--- config.mk ---
export PLATFORM = sky130hd
export DESIGN_NAME = regfile_read_arbiter_flat
export DESIGN_NICKNAME = d
export VERILOG_FILES = /design/src/rtl/regfile_arb_pkg.sv /design/src/rtl/regfile_read_arbiter_if.sv /design/src/rtl/rr_priority_picker.sv /design/src/rtl/regfile_read_arbiter.sv /design/src/flat_wrapper.sv
export SDC_FILE = /design/constraint.sdc
export NUM_CORES = 1
export LEC_CHECK = 0
export BUFFER_PORTS_ARGS = -buffer_cell sky130_fd_sc_hd__buf_2
export CAP_MARGIN = 10
export CELL_PAD_IN_SITES_DETAIL_PLACEMENT = 0
export CELL_PAD_IN_SITES_GLOBAL_PLACEMENT = 1
export CORE_MARGIN = 5
export CORE_UTILIZATION = 33
export CTS_CLUSTER_DIAMETER = 120
export DETAILED_ROUTE_END_ITERATION = 8
export HOLD_SLACK_MARGIN = 0.05
export PLACE_DENSITY = 0.74
export REMOVE_ABC_BUFFERS = 1
export SLEW_MARGIN = 20
export SYNTH_ARGS = -nofsm -noshare
export SYNTH_HDL_FRONTEND = slang
export SYNTH_SLANG_ARGS = --single-unit
export TNS_END_PERCENT = 1
--- constraint.sdc ---
create_clock -name clk -period 2.9 [get_ports clk]
set_clock_uncertainty 0.2 [all_clocks]
set_input_delay 0.58 -clock clk [delete_from_list [all_inputs] [get_ports clk]]
set_output_delay 0.58 -clock clk [all_outputs]
set_load 0.005 [all_outputs]
--- src/rtl/regfile_arb_pkg.sv ---
// Shared types and default sizes for the register-file read arbiter.
// Holds the two-state FSM encoding, default widths and a pointer-width helper.
package regfile_arb_pkg;

    localparam int REGFILE_ADDR_W  = 5;
    localparam int REGFILE_DATA_W  = 32;
    localparam int REGFILE_NUM_REQ = 4;

    typedef enum logic [0:0] {
        IDLE   = 1'b0,
        SETTLE = 1'b1
    } arb_state_e;

    // Plain-vector copies of the enum values so the FSM register can stay a logic vector.
    localparam logic [0:0] ST_IDLE   = IDLE;
    localparam logic [0:0] ST_SETTLE = SETTLE;

    // Width of a requester index; at least one bit even for degenerate counts.
    function automatic int ptr_width(input int n);
        if (n > 1) begin
            return $clog2(n);
        end else begin
            return 1;
        end
    endfunction

endpackage

--- src/rtl/regfile_read_arbiter_if.sv ---
// Request/response bundle between the requesters and the register-file read arbiter.
// master: a requester-side driver; slave: the arbiter.
interface regfile_read_arbiter_if
    import regfile_arb_pkg::*;
#(
    parameter int NUM_REQ = REGFILE_NUM_REQ,
    parameter int ADDR_W  = REGFILE_ADDR_W,
    parameter int DATA_W  = REGFILE_DATA_W
);

    logic [NUM_REQ-1:0]        req_valid;
    logic [NUM_REQ*ADDR_W-1:0] req_addr;
    logic [NUM_REQ-1:0]        req_ready;
    logic [NUM_REQ-1:0]        rsp_valid;
    logic [DATA_W-1:0]         rsp_data;

    modport master (
        output req_valid,
        output req_addr,
        input  req_ready,
        input  rsp_valid,
        input  rsp_data
    );

    modport slave (
        input  req_valid,
        input  req_addr,
        output req_ready,
        output rsp_valid,
        output rsp_data
    );

endinterface

--- src/rtl/rr_priority_picker.sv ---
// Combinational round-robin picker: finds the first set request bit searching
// upward from rr_ptr+1, wrapping modulo NUM_REQ.
module rr_priority_picker #(
    parameter int NUM_REQ = 4,
    parameter int PTR_W   = 2
) (
    input  logic [NUM_REQ-1:0] req,
    input  logic [PTR_W-1:0]   rr_ptr,
    output logic [NUM_REQ-1:0] grant,
    output logic [PTR_W-1:0]   grant_idx,
    output logic               any
);

    // One extra bit holds rr_ptr + 1 + k before the modulo fold (max 2*NUM_REQ-1).
    localparam int SUM_W = PTR_W + 1;

    logic [SUM_W-1:0] cand_sum_s;
    logic [PTR_W-1:0] cand_s;

    // Walk candidates in rotation order and latch onto the first requesting one.
    always_comb begin
        grant      = {NUM_REQ{1'b0}};
        grant_idx  = {PTR_W{1'b0}};
        any        = 1'b0;
        cand_sum_s = {SUM_W{1'b0}};
        cand_s     = {PTR_W{1'b0}};
        for (int k = 0; k < NUM_REQ; k++) begin
            cand_sum_s = {1'b0, rr_ptr} + SUM_W'(1) + SUM_W'(k);
            if (cand_sum_s >= SUM_W'(NUM_REQ)) begin
                cand_sum_s = cand_sum_s - SUM_W'(NUM_REQ);
            end else begin
                cand_sum_s = cand_sum_s;
            end
            cand_s = cand_sum_s[PTR_W-1:0];
            if (!any && req[cand_s]) begin
                any           = 1'b1;
                grant_idx     = cand_s;
                grant[cand_s] = 1'b1;
            end else begin
                any = any;
            end
        end
    end

endmodule

--- src/rtl/regfile_read_arbiter.sv ---
// Round-robin arbiter sharing one register-file read mux between NUM_REQ requesters.
// A grant registers the mux select, waits one settle cycle, then captures the mux
// output and returns it with a one-hot tag naming the requester.
// Optional feature: define REGFILE_ARB_ZERO_BYPASS_EN to answer address-0 reads
// with zero on the accept edge, skipping the settle cycle and leaving mux_sel alone.
module regfile_read_arbiter
    import regfile_arb_pkg::*;
#(
    parameter int NUM_REQ = REGFILE_NUM_REQ,
    parameter int ADDR_W  = REGFILE_ADDR_W,
    parameter int DATA_W  = REGFILE_DATA_W
) (
    input  logic                   clk,
    input  logic                   rst_n,
    regfile_read_arbiter_if.slave  bus,
    output logic [ADDR_W-1:0]      mux_sel,
    input  logic [DATA_W-1:0]      mux_y,
    output logic                   busy
);

    localparam int PTR_W = ptr_width(NUM_REQ);

    logic [0:0]         state_q,     state_d;
    logic [PTR_W-1:0]   rr_ptr_q,    rr_ptr_d;
    logic [PTR_W-1:0]   id_q,        id_d;
    logic [ADDR_W-1:0]  mux_sel_q,   mux_sel_d;
    logic [NUM_REQ-1:0] rsp_valid_q, rsp_valid_d;
    logic [DATA_W-1:0]  rsp_data_q,  rsp_data_d;

    logic [NUM_REQ-1:0] grant_s;
    logic [PTR_W-1:0]   win_idx_s;
    logic               any_s;
    logic [ADDR_W-1:0]  win_addr_s;

    // Turn a requester index into its one-hot response tag.
    function automatic logic [NUM_REQ-1:0] idx_to_onehot(input logic [PTR_W-1:0] idx);
        logic [NUM_REQ-1:0] oh;
        oh = {NUM_REQ{1'b0}};
        for (int i = 0; i < NUM_REQ; i++) begin
            if (idx == PTR_W'(i)) begin
                oh[i] = 1'b1;
            end else begin
                oh[i] = 1'b0;
            end
        end
        return oh;
    endfunction

    rr_priority_picker #(
        .NUM_REQ (NUM_REQ),
        .PTR_W   (PTR_W)
    ) u_picker (
        .req       (bus.req_valid),
        .rr_ptr    (rr_ptr_q),
        .grant     (grant_s),
        .grant_idx (win_idx_s),
        .any       (any_s)
    );

    // Pull the winning requester's address out of the packed address bus.
    always_comb begin
        win_addr_s = {ADDR_W{1'b0}};
        for (int i = 0; i < NUM_REQ; i++) begin
            if (win_idx_s == PTR_W'(i)) begin
                win_addr_s = bus.req_addr[i*ADDR_W +: ADDR_W];
            end else begin
                win_addr_s = win_addr_s;
            end
        end
    end

    // Grant only while idle and out of reset; the settle cycle blocks all requesters.
    always_comb begin
        if (rst_n && (state_q == ST_IDLE)) begin
            bus.req_ready = grant_s;
        end else begin
            bus.req_ready = {NUM_REQ{1'b0}};
        end
    end

    // Next-state logic: accept in IDLE, capture the mux output in SETTLE.
    always_comb begin
        state_d     = state_q;
        rr_ptr_d    = rr_ptr_q;
        id_d        = id_q;
        mux_sel_d   = mux_sel_q;
        rsp_valid_d = {NUM_REQ{1'b0}};
        rsp_data_d  = rsp_data_q;
        case (state_q)
            ST_IDLE: begin
                if (any_s) begin
                    rr_ptr_d = win_idx_s;
`ifdef REGFILE_ARB_ZERO_BYPASS_EN
                    if (win_addr_s == {ADDR_W{1'b0}}) begin
                        // Register 0 reads as zero: answer now, mux untouched.
                        rsp_data_d  = {DATA_W{1'b0}};
                        rsp_valid_d = grant_s;
                        state_d     = ST_IDLE;
                    end else begin
                        mux_sel_d = win_addr_s;
                        id_d      = win_idx_s;
                        state_d   = ST_SETTLE;
                    end
`else
                    mux_sel_d = win_addr_s;
                    id_d      = win_idx_s;
                    state_d   = ST_SETTLE;
`endif
                end else begin
                    state_d = ST_IDLE;
                end
            end
            ST_SETTLE: begin
                rsp_data_d  = mux_y;
                rsp_valid_d = idx_to_onehot(id_q);
                state_d     = ST_IDLE;
            end
            default: begin
                state_d = ST_IDLE;
            end
        endcase
    end

    // State and output registers; reset drops any in-flight read.
    always_ff @(posedge clk or negedge rst_n) begin
        if (!rst_n) begin
            state_q     <= ST_IDLE;
            rr_ptr_q    <= PTR_W'(NUM_REQ - 1);
            id_q        <= {PTR_W{1'b0}};
            mux_sel_q   <= {ADDR_W{1'b0}};
            rsp_valid_q <= {NUM_REQ{1'b0}};
            rsp_data_q  <= {DATA_W{1'b0}};
        end else begin
            state_q     <= state_d;
            rr_ptr_q    <= rr_ptr_d;
            id_q        <= id_d;
            mux_sel_q   <= mux_sel_d;
            rsp_valid_q <= rsp_valid_d;
            rsp_data_q  <= rsp_data_d;
        end
    end

    assign mux_sel       = mux_sel_q;
    assign bus.rsp_valid = rsp_valid_q;
    assign bus.rsp_data  = rsp_data_q;
    assign busy          = (state_q == ST_SETTLE);

endmodule
--- src/flat_wrapper.sv ---
// flat-port wrapper written by rule: the top's interface ports become plain ports
module regfile_read_arbiter_flat import regfile_arb_pkg::*;
#(
    parameter int NUM_REQ = REGFILE_NUM_REQ,
    parameter int ADDR_W  = REGFILE_ADDR_W,
    parameter int DATA_W  = REGFILE_DATA_W
)
  (clk, rst_n, mux_sel, mux_y, busy, bus_req_valid, bus_req_addr, bus_req_ready, bus_rsp_valid, bus_rsp_data);
  regfile_read_arbiter_if #(.NUM_REQ(NUM_REQ), .ADDR_W(ADDR_W), .DATA_W(DATA_W)) bus_i ();
  input  logic clk;
  input  logic rst_n;
  output logic [ADDR_W-1:0] mux_sel;
  input  logic [DATA_W-1:0] mux_y;
  output logic busy;
  input wire logic [$bits(bus_i.req_valid)-1:0] bus_req_valid;
  input wire logic [$bits(bus_i.req_addr)-1:0] bus_req_addr;
  output wire logic [$bits(bus_i.req_ready)-1:0] bus_req_ready;
  output wire logic [$bits(bus_i.rsp_valid)-1:0] bus_rsp_valid;
  output wire logic [$bits(bus_i.rsp_data)-1:0] bus_rsp_data;
  assign bus_i.req_valid = bus_req_valid;
  assign bus_i.req_addr = bus_req_addr;
  assign bus_req_ready = bus_i.req_ready;
  assign bus_rsp_valid = bus_i.rsp_valid;
  assign bus_rsp_data = bus_i.rsp_data;
  regfile_read_arbiter #(.NUM_REQ(NUM_REQ), .ADDR_W(ADDR_W), .DATA_W(DATA_W)) u_core (.clk(clk), .rst_n(rst_n), .bus(bus_i), .mux_sel(mux_sel), .mux_y(mux_y), .busy(busy));
endmodule
# Yosys cells after proc, flatten, opt, wreduce, memory -nomap -nowiden
# Index checks and enable logic that the tools add are counted.
# totals
regBits	46
out_inout_bits	46
elab_cells	94
# classes
n_addsub	8
order_cmp	12
n_eq_ne	6
n_mux	44
n_bitwise	4
n_reduce_logical	14
# ops
op	n
4-bit 2-to-1 mux	6
5-bit 2-to-1 mux	4
1-bit 2-to-1 mux	17
2-bit 2-to-1 mux	8
3-bit >= comparator (second input constant)	4
2-bit by 3-bit < comparator with 1-bit output (second input constant)	4
4-bit bitwise OR	3
1-bit binary-select mux with 2-bit select	4
1-bit demux with 2-bit select	4
2-bit equality test (second input constant)	4
2-bit by 1-bit >= comparator with 1-bit output (second input constant)	4
1-bit logical AND	8
2-bit by 1-bit subtractor with 2-bit output (second input constant)	4
3-bit by 2-bit adder with 3-bit output (second input constant)	2
2-bit by 1-bit equality test with 1-bit output (second input constant)	2
2-bit zero test	2
2-bit by 1-bit adder with 3-bit output (second input constant)	1
3-bit by 1-bit adder with 3-bit output (second input constant)	1
1-bit zero test	3
1-bit one-hot mux with 2 select lines	1
2-bit AND reduction	1
1-bit inverter	1

# Longest topological paths before layout
# depth
depth_word	20
ltp_mapped	10

# Hierarchy
# A second synthesis with hierarchy kept.
# hier_totals
hier_cells	178
area_unflattened_um2	2398.6
# modules_own_cells
module	instances	cells_each	area_each_um2	seq_area_each_um2
regfile_read_arbiter	1	110	1849.3	1153.6
rr_priority_picker	1	68	549.3	0.0

# Least setup slack after synthesis
# Ideal clock, no wire load.
# synth_timing
path_type	register -> output
start	register u_core.rr_ptr_q[0]
end	output port bus_req_ready[1]
arrival_ns	2.389
t_required_ns	2.120
setup_slack_ns	-0.269
stages_incl_launch_ff	10
cell_sequence	dfstp_2 buf_6 inv_1 ha_1 mux2i_1 mux2_2 or2_2 nor2_1 nand2_1 a21oi_1
# synth_between
elab_chain_len	16
elab_cells_between_ends	61
cone_classes	add/sub: 8; order compare: 12; mux: 28; bitwise: 3; reduce/logical: 10
# synth_lines
element	line	source
from (decl)	regfile_read_arbiter.sv:24	logic [PTR_W-1:0] rr_ptr_q, rr_ptr_d;
from (signal assigned)	regfile_read_arbiter.sv:128	rr_ptr_q <= PTR_W'(NUM_REQ - 1);
from (signal assigned)	regfile_read_arbiter.sv:135	rr_ptr_q <= rr_ptr_d;
2-bit by 1-bit adder with 3-bit output *	rr_priority_picker.sv:28	cand_sum_s = {1'b0, rr_ptr} + SUM_W'(1) + SUM_W'(k);
branches (longest 13 deep; another with 3-bit by 1-bit adder with 3-bit output)	-	
4-bit 2-to-1 mux *	rr_priority_picker.sv:35	if (!any && req[cand_s]) begin
4-bit 2-to-1 mux *	regfile_read_arbiter.sv:74	if (rst_n && (state_q == ST_IDLE)) begin
to (decl)	flat_wrapper.sv:17	output wire logic [$bits(bus_i.req_ready)-1:0] bus_req_ready;
# Mark *: on every way between the ends. The select of a mux whose other input is x is not followed.

# Final worst setup path
# layout_timing
start	register u_core.rr_ptr_q[1]
end	output port bus_req_ready[3]
# The elaborated chain is that of the path after synthesis.

==> key figures <==
Outcome
  – Outcome: finished with violations
  – Failing checks: setup timing

Clock network
  – CTS tree: done
  – CTS clk-pin slew, worst paths: 0.08 ns
  – Root buffer cell: clkbuf_8
  – CTS buffer count: 5
  – # H-tree levels: 2
  – Clk Latency, worst-skew pair: 0.29 ns
  – Clk sink count: 46
  – Longest Clk Path Bufs: 2

Logic synthesis
  – Asr flop ratio synth: 100%
  – Top post-synthesis cells by count: dfrtp_1 (44), mux2_2 (33), mux2i_1 (10), nor2_1 (10)
  – Seq cells post-synth: 46
  – Sequential element share of the synthesized area: 48.0%
  – Avg Cell Area, Syn: 12.8 um^2
  – Cell count after synthesis: 188
  – Post-synth top flop: dfrtp_1
  – Distinct cells, synth: 49
  – Ys Warns: 0
  – Synth area leader: dfrtp_1
  – Post-synth EDFFs: 0
  – Synth area leaders: dfrtp_1 (46%), mux2_2 (15%), mux2i_1 (4.2%)
  – Cell with the most instances after synthesis: dfrtp_1
  – Post-synth top area share: 45.9%
  – Post-Syn Area: 0.00240 mm^2

Floorplanning
  – Die Span Y: 95.3 um
  – Die X: 95.3 um
  – Die area: 0.00908 mm^2
  – I/O pins: 104
  – Std cell rows: 31
  – Initial core utilization: 33.5%
  – Core Region: 0.00718 mm^2

Setup path
  – CP required: 2.12 ns
  – CP bufs+invs: 2
  – CP peak stage delay: 0.56 ns
  – CP arrival: 2.41 ns
  – Worst Path Max Fanout: 4
  – Crit Path Class: reg2out
  – Crit-path slowest cell: dfstp_2
  – CP Cell Sequence: inv_4 > ha_2 > or2_4 > and2_4 > a31oi_2 > nor2b_2 > a222oi_1 > a21oi_1 > buf_2
  – Worst path top cell family by delay: compound AO/OA/AOI/OAI gates
  – Critical path startpoint category: flop
  – CP Capture Type: output pin

STA
  – Final min period: 3.19 ns
  – Worst slew margin: 56.1%
  – Final hold vios: 0
  – Part of the cycle the worst path needs: 110%
  – Slew @ Worst Pin: 0.658 ns
  – RSZ-0062 raised after global routing: true
  – Setup violators final: 4
  – FMAX: 0.313 GHz
  – Setup WS post-layout: -0.290 ns
  – Slew Viols, Final: 0

Placed design
  – Placement Setup Slack: -0.188 ns
  – Dpl hpwl: 4790 um
  – PortBufs: 103
  – Placed Instances: 413
  – Placement Cell Area: 0.00324 mm^2
  – Placer Congestion: 0.870

Job
  – Max-cap violations: 0

Detailed routing
  – Vias per cell: 4.83
  – DR vias: 2,056
  – Remaining DRCs: 0
  – Total wire length: 6250 um
  – Routed WL per cell: 14.7 um
  – Antenna-violating nets left: 0
  – DRT iter0 DRCs: 92
  – DRT Pass-1 Iters: 4

Pwr
  – Worst vdd ir: 455 uV
  – PwrDens: 1240 mW/mm^2
  – Total power: 4.36 mW
  – Leak: 1.65 nW

Worst hold path
  – Hold Path Class: in2async

Layout
  – Synthesis-to-layout area growth: 46.4%
  – Post-Route Utilization: 49.0%
  – Non-filler cells, final: 426
  – Nets: 391
  – Finished Cell Area: 0.00351 mm^2
  – # diodes: 0
  – Fraction of layout cells with a size suffix above 1: 65.1%

GRT
  – GRT Overall Usage: 13.7%
  – Pin count of the biggest net entering global routing: 47
  – Total grt overflow: 0
  – Initial antenna violation count: 0
  – First-pass GRT wire length: 9920 um
  – Vias in the first global route: 2,166
[power breakdown]
| part | internal, mW | switching (mW) |
|---|---|---|
| registers | 0.980 | 0.198 |
| clock network | 0.258 | 0.214 |
| logic | 1.44 | 1.26 |
| total | 2.68 | 1.67 |
[cell type report]
type                       instances  area (um^2)
clock buffer                       5         68.8
clock inverter                     3         43.8
fill                             651         3660
inverter                           5         26.3
multi-input combinational        132         1300
sequential                        46         1150
tap                               99          124
timing repair buffer             136          796
[sequential cells by signal (all words and copies together), names as in the netlist]
name	count
u_core.mux_sel	5
u_core.rr_ptr_q	2
u_core.busy	1
u_core.bus.rsp_valid	4
u_core.bus.rsp_data	32
u_core.id_q	2
[layout by cell type, fill, tap and decap left out, types with 2 or more instances in the layout]
master      n
dfrtp_1    44
a211oi_1    4
dfstp_2     2
clkbuf_8    5
buf_12      2
a21oi_1     7
nor2_1      8
ha_1        5
and2_4      2
buf_2     103
or2_4       2
nor2_4      2
a222oi_1    4
mux2i_1     9
inv_1       2
buf_4      29
buf_6       2
o32ai_2     4
nand2b_1    2
mux2_2     33
nand2_1     7
a31o_1      5
o21ai_0     2
mux2i_2     2
and2_1      2
[repair_timing]
action | in CTS | in global routing
pin swaps | 9 | 10
hold buffers | 0 | 0
cloned | 0 | 0
setup buffers | 3 | 2
resized for setup | 19 | 6
endpoints found under the setup margin | 9 | 9
[worst register-to-register path, cell delays in order, from the launching register on]
cell	delay [ns]
dfstp_2	0.55
buf_6	0.13
buf_12	0.13
mux4_2	0.57
buf_4	0.18
buf_4	0.13
o31ai_4	0.26
buf_6	0.18
nand3_4	0.12
o32ai_2	0.26
a211oi_1	0.07
[metal layers]
layer / vias to the layer above / wire [um] / GRT usage (%)
met3: 6 / 565 / 3.95
met4: 0 / 67 / 3.25
li1: 985 / - / -
met5: - / 0 / 0
met2: 87 / 2960 / 23.2
met1: 978 / 2660 / 17.2
[kinds of logic (layout without fill, tap and decap cells)]
family / Yosys count / count (layout) / share of synthesized area [%]
DFF: 46 / 46 / 48.0
AOI/OAI and AO/OA: 41 / 41 / 14.8
adders and majority gates: 7 / 7 / 3.65
and+or+nand+nor: 36 / 36 / 8.34
xor gates and xnor gates: 1 / 1 / 0.365
muxes: 47 / 47 / 22.7
buffers and inverters: 10 / 149 / 2.08
[stage by stage]
stage	hold WS [ns]	setup TNS [ns]
finish	0.197	-1.07
global route	0.251	-1.91
CTS	0.216	-1.05
detailed placement	0.290	-0.806
global placement	0.284	-0.233
floorplan	0.0844	-1.29
[path summary, 6_finish.rpt]
path                                                start                             endpoint  slack, ns  cells after the start
min                                                 rst_n  u_core.bus.rsp_data[20]$_DFFE_PN0P_       0.20                      2
max                        u_core.rr_ptr_q[1]$_DFFE_PN1P_                     bus_req_ready[3]      -0.29                      9
min in group clk               u_core.id_q[0]$_DFFE_PN0P_    u_core.bus.rsp_valid[2]$_DFF_PN0_       0.30                      1
min reg2reg                    u_core.id_q[0]$_DFFE_PN0P_    u_core.bus.rsp_valid[2]$_DFF_PN0_       0.30                      1
max in group asynchronous                           rst_n  u_core.bus.rsp_data[18]$_DFFE_PN0P_       1.91                      2
max reg2reg                u_core.rr_ptr_q[0]$_DFFE_PN1P_        u_core.mux_sel[0]$_DFFE_PN0P_       0.02                     10
(Power assumes the default switching activity.)
